**src/rtl/risc8_pkg.sv**
```systemverilog
// risc8_pkg: shared types and constants for the risc8 core and its boot loader.
`default_nettype none
package risc8_pkg;

  localparam int BYTE_W  = 8;
  localparam int INSTR_W = 16;

  typedef enum logic [2:0] {
    S_LEN_LO = 3'd0,
    S_LEN_HI = 3'd1,
    S_W_LO   = 3'd2,
    S_W_HI   = 3'd3,
    S_CSUM   = 3'd4,
    S_DONE   = 3'd5,
    S_ERR    = 3'd6
  } loader_state_t;

endpackage
`default_nettype wire

```
**src/rtl/risc8_boot_loader.sv**
```systemverilog
// risc8_boot_loader: receives a length-prefixed, checksummed byte stream, writes
// 16-bit instruction words into instruction memory and holds the core until the image is good.
`default_nettype none
module risc8_boot_loader
  import risc8_pkg::*;
#(
  parameter int ADDR_W = 8
) (
  input  logic               clk,
  input  logic               reset,
  input  logic [BYTE_W-1:0]  in_data,
  input  logic               in_valid,
  output logic               in_ready,
  input  logic               reload,
  output logic               imem_we,
  output logic [ADDR_W-1:0]  imem_addr,
  output logic [INSTR_W-1:0] imem_wdata,
  output logic               cpu_hold,
  output logic               done,
  output logic               error
);

  localparam logic [16:0] MAX_WORDS = 17'(1) << ADDR_W;

  loader_state_t     state;
  logic [15:0]       len;
  logic [15:0]       count;
  logic [BYTE_W-1:0] csum;
  logic [BYTE_W-1:0] lo_byte;
  logic [ADDR_W-1:0] widx;

  logic              accept;
  logic [15:0]       len_in;
  logic [15:0]       count_next;

  assign in_ready   = (state != S_DONE) && (state != S_ERR);
  assign accept     = in_valid && in_ready;
  // LEN_LO is parked in lo_byte, so the full length is known while LEN_HI is on the bus.
  assign len_in     = {in_data, lo_byte};
  assign count_next = count + 16'd1;

  always_ff @(posedge clk) begin
    if (reset) begin
      state      <= S_LEN_LO;
      imem_we    <= 1'b0;
      imem_addr  <= '0;
      imem_wdata <= '0;
      cpu_hold   <= 1'b1;
      done       <= 1'b0;
      error      <= 1'b0;
      len        <= '0;
      count      <= '0;
      csum       <= '0;
      lo_byte    <= '0;
      widx       <= '0;
    end else begin
      imem_we <= 1'b0;
      case (state)
        S_DONE, S_ERR: begin
          if (reload) begin
            state    <= S_LEN_LO;
            cpu_hold <= 1'b1;
            done     <= 1'b0;
            error    <= 1'b0;
            csum     <= '0;
            count    <= '0;
            widx     <= '0;
          end
        end
        default: begin
          if (accept) begin
            if (state != S_CSUM) csum <= csum + in_data;
            case (state)
              S_LEN_LO: begin
                lo_byte <= in_data;
                state   <= S_LEN_HI;
              end
              S_LEN_HI: begin
                len <= len_in;
                if ({1'b0, len_in} > MAX_WORDS) begin
                  state <= S_ERR;
                  error <= 1'b1;
                end else if (len_in == 16'd0) begin
                  state <= S_CSUM;
                end else begin
                  state <= S_W_LO;
                end
              end
              S_W_LO: begin
                lo_byte <= in_data;
                state   <= S_W_HI;
              end
              S_W_HI: begin
                imem_we    <= 1'b1;
                imem_wdata <= {in_data, lo_byte};
                imem_addr  <= widx;
                widx       <= widx + ADDR_W'(1);
                count      <= count_next;
                state      <= (count_next == len) ? S_CSUM : S_W_LO;
              end
              S_CSUM: begin
                if (in_data == csum) begin
                  state    <= S_DONE;
                  done     <= 1'b1;
                  cpu_hold <= 1'b0;
                end else begin
                  state <= S_ERR;
                  error <= 1'b1;
                end
              end
              default: state <= S_ERR;
            endcase
          end
        end
      endcase
    end
  end

endmodule
`default_nettype wire

```
**config.mk**
```make
export PLATFORM = sky130hd
export DESIGN_NAME = risc8_boot_loader
export DESIGN_NICKNAME = d
export VERILOG_FILES = /design/src/rtl/risc8_pkg.sv /design/src/rtl/risc8_boot_loader.sv
export SDC_FILE = /design/constraint.sdc
export NUM_CORES = 1
export LEC_CHECK = 0
export CORE_MARGIN = 2
export CORE_UTILIZATION = 43
export CTS_BUF_LIST = sky130_fd_sc_hd__clkbuf_2
export DETAILED_ROUTE_END_ITERATION = 6
export PLACE_DENSITY = 0.59
export SETUP_SLACK_MARGIN = 0.4
export SKIP_LAST_GASP = 1
export SYNTH_ARGS = -nofsm -noshare
export SYNTH_HDL_FRONTEND = slang
export SYNTH_SLANG_ARGS = --single-unit
```
**constraint.sdc**
```tcl
create_clock -name clk -period 3.2 [get_ports clk]
set_clock_uncertainty 0.15 [all_clocks]
set_input_delay 0.32 -clock clk [delete_from_list [all_inputs] [get_ports clk]]
set_output_delay 0.32 -clock clk [all_outputs]
set_load 0.005 [all_outputs]
```
# After elaboration in Yosys (flattened, before gate mapping)
# Cells that the tools add are included.
classes:
  n_addsub: 3
  n_reduce_logical: 21
  order_cmp: 1
  n_mux: 35
  n_eq_ne: 14
  n_bitwise: 2
op_table:
  columns: ["op", "count"]
  rows:
  - ["$mux W16", 4]
  - ["$mux W8", 7]
  - ["$mux W3", 6]
  - ["$add A16 B1 Y16 const B", 1]
  - ["$eq A16 B16 Y1", 1]
  - ["$gt A16 B9 Y1 const B", 1]
  - ["$logic_not A16 Y1", 1]
  - ["$mux W1", 15]
  - ["$pmux W3 S5", 1]
  - ["$reduce_and A3 Y1", 5]
  - ["$ne A3 B3 Y1 const B", 4]
  - ["$reduce_bool A2 Y1", 5]
  - ["$eq A3 B3 Y1 const B", 3]
  - ["$add A8 B1 Y8 const B", 1]
  - ["$add A8 B8 Y8", 1]
  - ["$eq A8 B8 Y1", 1]
  - ["$eq A3 B2 Y1 const B", 2]
  - ["$reduce_and A5 Y1", 1]
  - ["$reduce_and A4 Y1", 1]
  - ["$reduce_or A2 Y1", 2]
  - ["$reduce_or A4 Y1", 1]
  - ["$eq A3 B1 Y1 const B", 1]
  - ["$logic_not A3 Y1", 1]
  - ["$ne A3 B2 Y1 const B", 1]
  - ["7 further kinds", 9]
totals:
  output_inout_bits: 29
  reg_bits: 87
  input_bits: 12

# Logic depth before layout (Yosys ltp)
depth:
  ltp_word: 6
  depth_mapped: 8
  depth_no_buf: 8

# Worst setup path before layout
# OpenSTA, ideal clock, no wires.
synth_path:
  path_type: "register to register"
  startpoint: "register count[0]"
  endpoint: "register state[2]"
  setup_ns: 0.096
  stages_incl_launch_ff: 9
  arrival_time_ns: 2.313
  synth_period_minus_slack_ns: 2.559
  required_ns: 2.954
  setup_slack_ns: 0.641
  path_cell_list: "dfxtp_1 ha_1 nand3_1 buf_2 nor4_1 xnor2_1 o2111ai_1 or4b_4 o41ai_2"
synth_between:
  elab_chain_len: 6
synth_rtl:
  columns: ["item", "line_no", "text"]
  rows:
  - ["start, declared", "risc8_boot_loader.sv:27", "logic [15:0] count;"]
  - ["start signal, assigned", "risc8_boot_loader.sv:98", "count <= count_next;"]
  - ["$add A16 B1 Y16", "risc8_boot_loader.sv:40", "assign count_next = count + 16'd1;"]
  - ["$eq A16 B16 Y1", "risc8_boot_loader.sv:99", "state <= (count_next == len) ? S_CSUM : S_W_LO;"]
  - ["$mux W3", "risc8_boot_loader.sv:99", null]
  - ["$pmux W3 S5", "risc8_boot_loader.sv:73", "case (state)"]
  - ["$mux W3", "risc8_boot_loader.sv:71", "if (accept) begin"]
  - ["$mux W3", "risc8_boot_loader.sv:58", "case (state)"]
  - ["end signal, assigned", "risc8_boot_loader.sv:99", null]
  - ["end, declared", "risc8_boot_loader.sv:25", "loader_state_t state;"]
# No other way between the ends. The select of a mux whose other input is x is not followed.
# A chain may end at the register's enable or synchronous reset.

# Worst setup path in the final report
layout_path:
  startpoint: "register count[1]"
  endpoint: "register state[2]"
# The elaborated chain is that of the path after synthesis.

==> flow_metrics.tcl <==
set metrics [dict create \
    outcome "finished, final reports clean" \
    finalInstanceArea_sq_mm 0.00500 \
    min_period_ps 2710 \
    crit_path_start_kind "register" \
    path_max_fanout 7 \
    initial_core_util 0.441 \
    final_cell_mix "nand2_1, dfxtp_1, a21oi_1, nor2_1, clkdlybuf4s50_1" \
    drt-initial-drc-count 225 \
    grt_max_degree 37 \
    finalWirelength_mm 10.6 \
    area_growth_pct 16.7 \
    synth_ff_type "dfxtp_1" \
    synth_edf_count 0 \
    power_mw 2.07 \
    drc 0 \
    gp_congestion 0.878 \
    arrival_ps 3040 \
    fin_tns_setup_ps 0 \
    hpwl_mm 7.36 \
    vias_per_cell 5.38 \
    netlist_area_sq_mm 0.00429 \
    nets 594 \
    cp_slowest_cell "or4_4" \
    dieArea_sq_mm 0.0108 \
    seq_area_frac_synth 0.406 \
    max_stage_delay_ps 570 \
    ios 41 \
    yosys-top-cells-area "dfxtp_1, nand2_1, a21oi_1, xnor2_1, nor2_1" \
    placed_area_sq_mm 0.00483 \
    peakVddDrop_v 0.000230 \
    path_depth 7 \
    syn_inst 539 \
    clock_sinks 87 \
    max_cap_violations 0 \
    dr.pass1.iters 4 \
    grt_pass1_vias 3521 \
    whs_ps 126 \
    fin_cells 710 \
    grt_pass1_wl_mm 17.6 \
    yosys_register_bits 87 \
    numPortBuffers 40 \
    cts-root-buf "clkbuf_2" \
    maxSlewHeadroom 0.528 \
    worstSetupPathType "register to register" \
    max_freq_mhz 369 \
    yosys.area.top_type "dfxtp_1" \
    hp-class "input pin to register" \
    hold_viol 0 \
    die_h_um 104 \
    synth_top_cell_area_share 0.406 \
    path_buf_inv 0 \
    r2r_cells 7 \
    setup_viol_count_final 0 \
    clk_pin_slew_worst_paths_ps 320 \
    ys_types 59 \
    power_density_mw_per_mm2 414 \
    layout-drive-gt1-share 0.0953 \
    slew_violations 0 \
    syn_area_per_cell_sq_um 7.96 \
    clock_latency_ps 580 \
    place_inst 693 \
    layout_commonest_cell "nand2_1" \
    core_area_sq_mm 0.00973 \
    antennaDiodeCount 0 \
    grt_overflow 0 \
    cts_max_level 3 \
    cellLeakagePower_nw 1.79 \
    worst_pin_slew_ps 708 \
    std_cell_rows 36 \
    drt-wirelength-per-cell_um 14.9 \
    rsz0062_at_grt "yes" \
    fin_crit_sh 0.846 \
    crit_chain "ha_2 -> nand3_2 -> or4_4 -> xnor2_1 -> nand4_1 -> or4b_4 -> o41ai_2" \
    crit_required_ps 3530 \
    antenna_found_initial 0 \
    cts_tree "done" \
    grt_usage 0.200 \
    synthArstFlopShare 0 \
    die_w_um 104 \
    detail-route-antenna-nets 0 \
    end_kind "register" \
    whs_path_depth 2 \
    syn_nets 561 \
    cts_buffer_depth 2 \
    crit_family "simple AND/OR/NAND/NOR gates" \
    numCtsBuffers 9 \
    vias 3821 \
    yosysWarnings 0 \
]
## through the flow
| step | setup slack, ps | utilization |
|---|---|---|
| 3_3_place_gp | 444 | 0.497 |
| 6_report | 493 | 0.514 |
| 3_5_place_dp | 305 | 0.497 |
| 4_1_cts | 437 | 0.511 |
| 5_1_grt | 394 | 0.514 |
| 2_1_floorplan | 641 | - |
## synth_stat cells, drive strengths merged, types with 3 or more instances
cell,number
a211oi,3
a21o,3
a21oi,68
a22oi,3
a31oi,4
and3,7
buf,9
clkbuf,24
dfxtp,87
ha,9
inv,8
mux2i,11
nand2,111
nand3,23
nand3b,3
nand4,6
nor2,43
nor2b,5
nor3,14
nor4,8
o211ai,3
o21ai,15
o31ai,4
or3,4
or4,3
xnor2,19
xor2,15
## power breakdown
part,switching [mW],internal [mW]
Sequential,0.0419,1.13
Combinational,0.175,0.138
Clock,0.452,0.139
## sequential cells by signal, summed over array words and instances (netlist names)
register / flops
cpu_hold: 1
widx: 8
imem_we: 1
len: 16
imem_addr: 8
error: 1
lo_byte: 8
csum: 8
done: 1
imem_wdata: 16
state: 3
count: 16
## repair_timing
action | in CTS | in global routing
setup endpoints to repair | 2 | 3
hold buffers | 0 | 0
resized for setup | 4 | 9
buffers inserted | 0 | 1
## path summary, 6_finish.rpt
check,end,startpoint,slack (ps)
worst max-delay path,state[2]$_SDFFE_PP0P_,count[1]$_SDFFE_PP0P_,490
worst min-delay path,imem_wdata[1]$_SDFFE_PP0P_,reset,130
worst max register to register,state[2]$_SDFFE_PP0P_,count[1]$_SDFFE_PP0P_,490
worst min register to register,imem_wdata[7]$_SDFFE_PP0P_,imem_wdata[7]$_SDFFE_PP0P_,320
## kinds of logic after synthesis
family	synth area share
and+or+nand+nor	0.266
adders and majority gates	0.0309
AOI/OAI and AO/OA	0.163
buffers and inverters	0.0385
DFF	0.406
muxes	0.0257
xor gates and xnor gates	0.0694
## area by class of cell
class	count	area, sq um
timing repair buffer	55	520
tap	133	166
sequential	87	1760
inverter	8	30.0
multi-input combinational	411	2400
clock buffer	9	45.0
fill	979	4730
clock inverter	7	83.8
## routing by layer
metal  track usage  part of all wire  wire, um
met1         0.266              0.47      5010
met2         0.318              0.46      4890
met3        0.0545             0.047       503
met4        0.0569             0.018       187
met5             0                 0         0
Note: power is estimated with default switching activity, not from simulation.
